$ cat config.mk
export PLATFORM = sky130hd
export DESIGN_NAME = pc_thread_sequencer
export DESIGN_NICKNAME = d
export VERILOG_FILES = /design/src/rtl/pc_sequencer_pkg.sv /design/src/rtl/pc_next_select.sv /design/src/rtl/pc_thread_sequencer.sv
export SDC_FILE = /design/constraint.sdc
export NUM_CORES = 1
export LEC_CHECK = 0
export CORE_ASPECT_RATIO = 0.75
export CORE_UTILIZATION = 25
export DETAILED_ROUTE_END_ITERATION = 8
export PLACE_DENSITY = 0.39
export SLEW_MARGIN = 20
export SYNTH_ARGS = -nofsm -noshare
export SYNTH_HDL_FRONTEND = slang
export SYNTH_SLANG_ARGS = --single-unit
export TNS_END_PERCENT = 10
$ cat constraint.sdc
create_clock -name clock -period 1.55 [get_ports clock]
set_input_delay 0.2325 -clock clock [delete_from_list [all_inputs] [get_ports clock]]
set_output_delay 0.2325 -clock clock [all_outputs]
set_load 0.02 [all_outputs]
$ cat src/rtl/pc_sequencer_pkg.sv
// Shared types and helpers for the per-thread PC sequencer.
// The optional PC loader port group is enabled by PC_SEQUENCER_LOADER_EN.
package pc_sequencer_pkg;

  localparam int unsigned PC_WIDTH_DEFAULT     = 10;
  localparam int unsigned THREAD_WIDTH_DEFAULT = 3;

  // Source of a thread's next PC
  typedef enum logic [1:0] {
    NEXT_INC  = 2'd0,
    NEXT_JUMP = 2'd1,
    NEXT_HOLD = 2'd2
  } next_sel_e;

  // Feedback record at the default configuration widths
  typedef struct packed {
    logic                            valid;
    logic [THREAD_WIDTH_DEFAULT-1:0] thread;
    logic [PC_WIDTH_DEFAULT-1:0]     pc;
  } fb_rec_t;

  // Round-robin thread successor
  function automatic int unsigned thread_inc(input int unsigned cur, input int unsigned count);
    return (cur + 1 >= count) ? 0 : cur + 1;
  endfunction

endpackage

$ cat src/rtl/pc_next_select.sv
// Next-PC selection for the feedback thread: hold, then jump, then increment.
module pc_next_select
  import pc_sequencer_pkg::*;
#(
  parameter int unsigned PC_WIDTH = 10
) (
  input  logic [PC_WIDTH-1:0] fb_pc,
  input  logic                jump,
  input  logic [PC_WIDTH-1:0] destination,
  input  logic                hold,
  output logic [PC_WIDTH-1:0] next_pc_c
);

  next_sel_e sel;

  // Priority decode; an annulled branch must re-execute, so hold beats jump
  always_comb begin
    sel = NEXT_INC;
    if (hold) begin
      sel = NEXT_HOLD;
    end else if (jump) begin
      sel = NEXT_JUMP;
    end
  end

  // Next-PC mux; the increment wraps naturally at PC_WIDTH bits
  always_comb begin
    next_pc_c = fb_pc + PC_WIDTH'(1);
    unique case (sel)
      NEXT_HOLD: next_pc_c = fb_pc;
      NEXT_JUMP: next_pc_c = destination;
      default:   next_pc_c = fb_pc + PC_WIDTH'(1);
    endcase
  end

endmodule

$ cat src/rtl/pc_thread_sequencer.sv
// Round-robin per-thread PC issue stage with branch feedback write-back.
// Define PC_SEQUENCER_LOADER_EN to add the pc_wren/pc_wr_thread/pc_wr_data loader.
module pc_thread_sequencer
  import pc_sequencer_pkg::*;
#(
  parameter int unsigned PC_WIDTH           = 10,
  parameter int unsigned THREAD_COUNT       = 8,
  parameter int unsigned THREAD_COUNT_WIDTH = 3,
  parameter int unsigned START_PC           = 0,
  parameter int unsigned BRANCH_LATENCY     = 7
) (
  input  logic                          clock,
  input  logic                          reset,
  input  logic                          jump,
  input  logic [PC_WIDTH-1:0]           destination,
  input  logic                          hold,
`ifdef PC_SEQUENCER_LOADER_EN
  input  logic                          pc_wren,
  input  logic [THREAD_COUNT_WIDTH-1:0] pc_wr_thread,
  input  logic [PC_WIDTH-1:0]           pc_wr_data,
`endif
  output logic [PC_WIDTH-1:0]           pc_out,
  output logic [THREAD_COUNT_WIDTH-1:0] thread_out,
  output logic                          pc_valid
);

  localparam int unsigned DLY = BRANCH_LATENCY - 1;

  typedef struct packed {
    logic                          valid;
    logic [THREAD_COUNT_WIDTH-1:0] thread;
    logic [PC_WIDTH-1:0]           pc;
  } fb_t;

  // Reject illegal configurations at elaboration
  if (THREAD_COUNT < 2) begin : g_bad_count
    $error("THREAD_COUNT must be at least 2");
  end
  if ((1 << THREAD_COUNT_WIDTH) < THREAD_COUNT) begin : g_bad_width
    $error("THREAD_COUNT_WIDTH too small for THREAD_COUNT");
  end
  if (BRANCH_LATENCY < 1 || BRANCH_LATENCY > THREAD_COUNT - 1) begin : g_bad_latency
    $error("BRANCH_LATENCY must be in 1..THREAD_COUNT-1");
  end

  logic [THREAD_COUNT_WIDTH-1:0] cnt;
  logic [PC_WIDTH-1:0]           pc_mem [THREAD_COUNT];
  logic [PC_WIDTH-1:0]           next_pc;
  logic [PC_WIDTH-1:0]           issue_pc;
  fb_t                           issue_rec;
  fb_t                           fb;

  assign issue_rec = '{valid: pc_valid, thread: thread_out, pc: pc_out};

  // Delay issued records so they line up with the branch result
  if (DLY == 0) begin : g_no_dly
    assign fb = issue_rec;
  end else begin : g_dly
    fb_t stage [DLY];

    // Shift register; reset drops every in-flight record
    always_ff @(posedge clock) begin
      if (reset) begin
        for (int unsigned i = 0; i < DLY; i++) begin
          stage[i] <= '0;
        end
      end else begin
        stage[0] <= issue_rec;
        for (int unsigned i = 1; i < DLY; i++) begin
          stage[i] <= stage[i-1];
        end
      end
    end

    assign fb = stage[DLY-1];
  end

  pc_next_select #(
    .PC_WIDTH (PC_WIDTH)
  ) u_next_select (
    .fb_pc       (fb.pc),
    .jump        (jump),
    .destination (destination),
    .hold        (hold),
    .next_pc_c   (next_pc)
  );

  // Issue PC: loader write, then feedback bypass, then stored PC
  always_comb begin
    issue_pc = pc_mem[cnt];
    if (fb.valid && fb.thread == cnt) begin
      issue_pc = next_pc;
    end
`ifdef PC_SEQUENCER_LOADER_EN
    if (pc_wren && pc_wr_thread == cnt) begin
      issue_pc = pc_wr_data;
    end
`endif
  end

  // PC storage; a loader write lands after feedback and so takes precedence
  always_ff @(posedge clock) begin
    if (reset) begin
      for (int unsigned t = 0; t < THREAD_COUNT; t++) begin
        pc_mem[t] <= PC_WIDTH'(START_PC);
      end
    end else begin
      if (fb.valid) begin
        pc_mem[fb.thread] <= next_pc;
      end
`ifdef PC_SEQUENCER_LOADER_EN
      if (pc_wren && (int unsigned'(pc_wr_thread) < THREAD_COUNT)) begin
        pc_mem[pc_wr_thread] <= pc_wr_data;
      end
`endif
    end
  end

  // Issue register and round-robin thread counter
  always_ff @(posedge clock) begin
    if (reset) begin
      cnt        <= '0;
      pc_out     <= PC_WIDTH'(START_PC);
      thread_out <= '0;
      pc_valid   <= 1'b0;
    end else begin
      pc_out     <= issue_pc;
      thread_out <= cnt;
      pc_valid   <= 1'b1;
      cnt        <= THREAD_COUNT_WIDTH'(thread_inc(32'(cnt), THREAD_COUNT));
    end
  end

endmodule

==> results of run 1 <==
[cell families (layout without fill, tap and decap cells)]
logic type,count (synthesis),count (layout),synth area share [%]
AOI/OAI and AO/OA,45,45,5.41
xor gates and xnor gates,3,3,0.388
adders and majority gates,2,2,0.369
buffers and inverters,39,147,2.97
DFF,181,181,65.3
muxes,25,25,7.90
and+or+nand+nor,229,229,17.7
[layout by cell type (no fill, tap or decap), drive strengths merged, types with 2 or more instances in the layout]
| master | synthesis | layout |
|---|---|---|
| nand2b | 3 | 3 |
| clkinv | 0 | 6 |
| nand3 | 5 | 5 |
| inv | 4 | 9 |
| o21ai | 6 | 6 |
| edfxtp | 80 | 80 |
| buf | 12 | 84 |
| a211oi | 12 | 12 |
| a311oi | 3 | 3 |
| nand2 | 20 | 20 |
| o22ai | 2 | 2 |
| nor2 | 85 | 85 |
| dlymetal6s2s | 0 | 14 |
| nor3 | 2 | 2 |
| ha | 2 | 2 |
| mux2 | 4 | 4 |
| clkbuf | 23 | 21 |
| and3 | 4 | 4 |
| a22o | 3 | 3 |
| mux4 | 20 | 20 |
| a21oi | 9 | 9 |
| nor2b | 97 | 97 |
| xor2 | 3 | 3 |
| nor4 | 4 | 4 |
| clkdlybuf4s50 | 0 | 10 |
| dfxtp | 101 | 101 |
| nand4 | 3 | 3 |
| and4 | 2 | 2 |
| a211o | 2 | 2 |
[cell usage after synthesis, types with 2 or more instances]
| master | n | area share (%) |
|---|---|---|
| xor2_1 | 3 | 0.39 |
| a211o_1 | 2 | 0.26 |
| o22ai_1 | 2 | 0.18 |
| o21ai_0 | 2 | 0.15 |
| ha_1 | 2 | 0.37 |
| inv_1 | 4 | 0.22 |
| and4_1 | 2 | 0.26 |
| nand2b_1 | 3 | 0.28 |
| clkbuf_1 | 22 | 1.2 |
| nor4_1 | 2 | 0.18 |
| nor2b_1 | 97 | 9.0 |
| o21ai_2 | 3 | 0.39 |
| a22o_1 | 3 | 0.39 |
| a21oi_1 | 9 | 0.66 |
| buf_6 | 2 | 0.33 |
| buf_2 | 3 | 0.22 |
| mux2_2 | 4 | 0.66 |
| nand2_1 | 20 | 1.1 |
| buf_4 | 5 | 0.55 |
| dfxtp_1 | 101 | 30 |
| a211oi_1 | 11 | 1.2 |
| nand3_1 | 5 | 0.37 |
| edfxtp_1 | 80 | 35 |
| mux4_1 | 8 | 3.1 |
| nor2_1 | 85 | 4.7 |
| and3_1 | 4 | 0.37 |
| nand4_1 | 3 | 0.28 |
| mux4_2 | 12 | 4.0 |
[power groups by stage]
stage	clock network, mW	logic, mW	registers, mW
after global routing	4.33	0.960	5.20
final	4.00	0.896	5.18
after floorplan	0	0.419	5.29
after CTS	4.15	0.867	5.19
after detailed placement	0	0.840	5.29
after global placement	0	0.840	5.29
[worst min-delay path: stages]
cell	delay, ns
buf_4	0.10
buf_4	0.20
nor2b_1	0.06
[state kept, by name, indices dropped and copies added (netlist names)]
signal / flops
cnt: 3
g_dly.stage: 84
thread_out: 3
pc_valid: 1
pc_out: 10
pc_mem: 80
[how the worst min path moves through the flow]
stage	to	slack, ns	depth (start not counted)
3_3_place_gp	g_dly.stage[1][7]	0.42	1
3_5_place_dp	g_dly.stage[2][5]	0.42	1
4_1_cts	pc_valid	0.20	3
2_1_floorplan	g_dly.stage[5][0]	0.41	1
6_report	g_dly.stage[1][5]	0.22	3
5_1_grt	pc_valid	0.23	3
[area by class of cell]
class | count | area (sq um)
well taps | 344 | 430
inverters | 4 | 15.0
clock inverters | 12 | 95.1
flip-flops and latches | 181 | 4440
repair buffers | 111 | 1190
fillers | 2595 | 17300
multi-input cells | 304 | 2350
clock buffers | 20 | 447
[what timing repair did]
action | in CTS | in global routing
cloned | 0 | 1
setup endpoints to repair | 92 | 96
pin swaps | 6 | 12
gates resized for setup | 25 | 65
setup buffers | 3 | 5
[metrics by stage]
stage / hold slack, ns / instance area, sq um
2_1_floorplan: 0.414 / 6800
3_3_place_gp: 0.417 / 8080
3_5_place_dp: 0.422 / 8080
4_1_cts: 0.205 / 8710
5_1_grt: 0.229 / 8970
6_report: 0.217 / 8970
[routing by layer]
layer | GRT usage, % | up-vias
met4 | 4.10 | 0
met2 | 18.1 | 112
met5 | 0 | -
li1 | - | 2016
met3 | 2.91 | 15
met1 | 19.0 | 2102
==> impl_metrics.ini, run 1 <==
[clocking]
cts_tree = yes
clock_latency_ns = 0.43
cts_buffers = 17
cts.sinks = 181
cts-htree-levels = 4
postCtsHoldBufs = 0
clk_path_buf_depth = 2
cts.clk_slew.worst_paths_ns = 0.07
clockRootBuffer = clkbuf_16

[setup_path]
critical_path_depth = 5
cp_num_buf_inv = 1
setup.worst_path.start = cnt[0]
cpMostUsedCell = a211oi_2
reg2reg_to = pc_out[2]
path_class = register to register
cp-end-kind = register
reg2reg_depth = 5
cp_top_family = multiplexers
critPathSlowestCell = mux4_2
critical_path.endpoint = pc_out[2]
worstPathRequired_ns = 1.82
path_cells = buf_4, mux4_2, nor2b_1, a211oi_2, a211oi_2
start_kind = register
crit_fanout = 6
reg2reg_from = cnt[0]
r2r_setup_slack_ns = -0.18
cp_data_arrival_time_ns = 2.00
crit_path_max_incr_delay_ns = 0.52

[floorplan]
io-pin-count = 28
dieArea_sq_um = 27800
die_y_um = 145
rows = 51
core_sq_um = 26300
initial_core_util_pct = 25.8
die_x_um = 192

[route]
dr.first_iter.drc_count = 256
num_vias = 4245
top_layer = met4
routedWlPerCell_um = 17.6
dr_wl_met2_mm = 7.14
wl_met1_mm = 8.88
drc = 0
ant_nets = 0
wl_met3_um = 961
viasPerCell = 4.35
first_pass_iters = 5
wl_mm = 17.2

[synthesis]
ys_types = 53
synthFlopType = dfxtp_1
syn-num-nets = 540
avgSynthCellArea_sq_um = 12.9
async_reset_ff_share_pct = 0
netlist_area_sq_um = 6780
synth-seq-cells = 181
synth_edf_count = 80
synth_warnings = 0
ys_seq_area_share_pct = 65.3
postSynthCellCount = 524

[layout]
syn_to_final_growth_pct = 32.4
drive_above_1_share_pct = 30.4
fin_util_pct = 34.1
finalNonFillerCells = 976
nets = 635
n_antenna_cell = 0

[power]
p_switching_mw = 2.39
internal_power_mw = 7.70
p_leak_nw = 3.48
seqPwrFrac_pct = 51.4
clkPwrFrac_pct = 39.7
power_density_nw_per_um2 = 1120
power_switching_share_pct = 23.7
power_mw = 10.1
p_comb_share_pct = 8.9
peakVddDrop_uv = 675

[grt]
gr-total-overflow = 0
grt_max_degree = 78
grt_util_all_layers_pct = 12.8
grt_pass1_wl_mm = 25.5
antenna_found_initial = 1
grt_pass1_vias = 4256

[sta]
fmax_mhz = 577
layout_setup_ws_ns = -0.183
setup_violations = 35
worst_pin_slew_ns = 0.830
clock_skew_ns = 0.0101
fin_crit_sh_pct = 112
slew_viol_final = 0
relSlewSlack_pct = 44.7
finalSetupTns_ns = -3.77
fin_crit_ns = 1.73
rsz0062_at_grt = true
hold_viol_final = 0

[place]
io_buffer_count = 27
gp_congestion = 0.790
place_inst = 936
preCtsSetupSlack_ns = -0.587
dp_hpwl_mm = 11.6

[status]
violations = negative setup slack
outcome = finished, violations left

[hold_path]
hp-start = reset
hold_class = input pin to register

[run]
max-cap-violations = 0
Power figures use the tool's default switching activity.
==> run 2: changes to the inputs <==
--- a/config.mk
+++ b/config.mk
@@ -5,6 +5,7 @@
 export SDC_FILE = /design/constraint.sdc
 export NUM_CORES = 1
 export LEC_CHECK = 0
+export ABC_CLOCK_PERIOD_IN_PS = 1550
 export CORE_ASPECT_RATIO = 0.75
 export CORE_UTILIZATION = 25
 export DETAILED_ROUTE_END_ITERATION = 8
==> results of run 2 <==
Final layout, timing and power as in run 1 (identical DEF).
==> run 3: changes to the inputs <==
--- a/config.mk
+++ b/config.mk
@@ -10,6 +10,7 @@
 export CORE_UTILIZATION = 25
 export DETAILED_ROUTE_END_ITERATION = 8
 export PLACE_DENSITY = 0.39
+export SKIP_CTS_REPAIR_TIMING = 1
 export SLEW_MARGIN = 20
 export SYNTH_ARGS = -nofsm -noshare
 export SYNTH_HDL_FRONTEND = slang
==> impl_metrics.ini, run 3 (same netlist as run 1, synthesis figures left out) <==
[sta]
fin_crit_sh_pct = 114
rsz0062_at_grt = true
relSlewSlack_pct = 46.0
worst_pin_slew_ns = 0.811
slew_viol_final = 0
hold_viol_final = 0
fmax_mhz = 568
fin_crit_ns = 1.76
setup_violations = 37
layout_setup_ws_ns = -0.210
clock_skew_ns = 0.0104

[setup_path]
reg2reg_depth = 4
cp-end-kind = register
start_kind = register
crit_fanout = 6
cp_data_arrival_time_ns = 2.03
path_class = register to register
worstPathRequired_ns = 1.82

[route]
drc = 0
routedWlPerCell_um = 17.6
num_vias = 4243
wl_mm = 17.1
dr.first_iter.drc_count = 263
ant_nets = 0
first_pass_iters = 4
viasPerCell = 4.37

[layout]
nets = 631
largest_reg_flops = 84
final_cell_mix = nor2b_1, dfxtp_1, edfxtp_1
stdcell_area_sq_um = 8880
mostFrequentLayoutCell = nor2b_1
syn_to_final_growth_pct = 31.1
fin_util_pct = 33.8
top_regs = g_dly.stage: 84 flops, pc_mem: 80 flops, pc_out: 10 flops
fillers = 2603
n_antenna_cell = 0
regMostFlops = g_dly.stage
drive_above_1_share_pct = 28.2

[clocking]
clk_path_buf_depth = 2
clock_latency_ns = 0.43
clockRootBuffer = clkbuf_16
cts-htree-levels = 4
cts.clk_slew.worst_paths_ns = 0.07
cts.sinks = 181
cts_tree = yes
cts_buffers = 17

[grt]
grt_util_all_layers_pct = 12.7
gr-total-overflow = 0
grt_pass1_vias = 4198
antenna_found_initial = 0
grt_pass1_wl_mm = 25.3
grt_max_degree = 78

[status]
outcome = finished, violations left
violations = negative setup slack

[place]
dp_hpwl_mm = 11.6
placed_cell_area_sq_um = 8080
preCtsSetupSlack_ns = -0.587
gp_congestion = 0.790
io_buffer_count = 27

[run]
max-cap-violations = 0

[power]
p_leak_nw = 3.46
peakVddDrop_uv = 669
power_density_nw_per_um2 = 1130

[floorplan]
die_y_um = 145
dieArea_sq_um = 27800
core_sq_um = 26300
die_x_um = 192
rows = 51
io-pin-count = 28
initial_core_util_pct = 25.8

[hold_path]
whs_path_depth = 3
hold_class = input pin to register
-- run 3: cell count changes in the layout (fill, tap and decap cells not counted), sizes merged --
cell / previous run / this run
clkbuf: 21 / 20
buf: 84 / 81
dlymetal6s2s: 14 / 16
clkdlybuf4s15: 1 / 0
dlygate4sd2: 1 / 0
-- run 3: power breakdown --
part / internal (mW) / switching (mW)
logic: 0.441 / 0.425
registers: 5.11 / 0.0692
clock network: 2.12 / 1.88
-- run 3: routing by layer --
metal | track usage [%] | up-vias | routed length [um]
li1 | - | 2009 | -
met1 | 18.9 | 2120 | 8990
met2 | 18.1 | 103 | 7090
met3 | 2.67 | 11 | 823
met4 | 3.90 | 0 | 174
met5 | 0 | - | 0
-- run 3: layout make-up --
cell class                 count  area [sq um]  share of cell area, %
clock buffer                  20           447                   5.03
clock inverter                12          95.1                   1.07
inverter                       4          15.0                  0.169
multi-input combinational    304          2310                   26.0
sequential                   181          4450                   50.1
tap                          344           430                   4.85
timing repair buffer         107          1140                   12.9
-- run 3: stage by stage --
| stage | power, mW | instances | hold WS (ns) | TNS [ns] |
|---|---|---|---|---|
| after floorplan | 5.71 | 524 | 0.414 | -0.415 |
| after global placement | 6.13 | 936 | 0.417 | -42.19 |
| after detailed placement | 6.13 | 936 | 0.422 | -45.93 |
| after CTS | 10.2 | 968 | 0.204 | -13.58 |
| after global routing | 10.5 | 972 | 0.229 | -6.44 |
| final | 10.0 | 972 | 0.216 | -3.23 |
-- run 3: worst max-delay path, stage by stage, from the launching register on --
cell      delay (ns)
dfxtp_4         0.42
mux4_1          0.68
nor2b_1         0.19
a211oi_1        0.21
a211oi_1        0.10
-- run 3: path summary, 6_finish.rpt --
check | startpoint | to | slack (ns)
setup / recovery | cnt[0] | pc_out[0] | -0.21
hold reg to reg | g_dly.stage[0][5] | g_dly.stage[1][5] | 0.43
setup reg to reg | cnt[0] | pc_out[0] | -0.21
hold / removal | reset | g_dly.stage[1][5] | 0.22
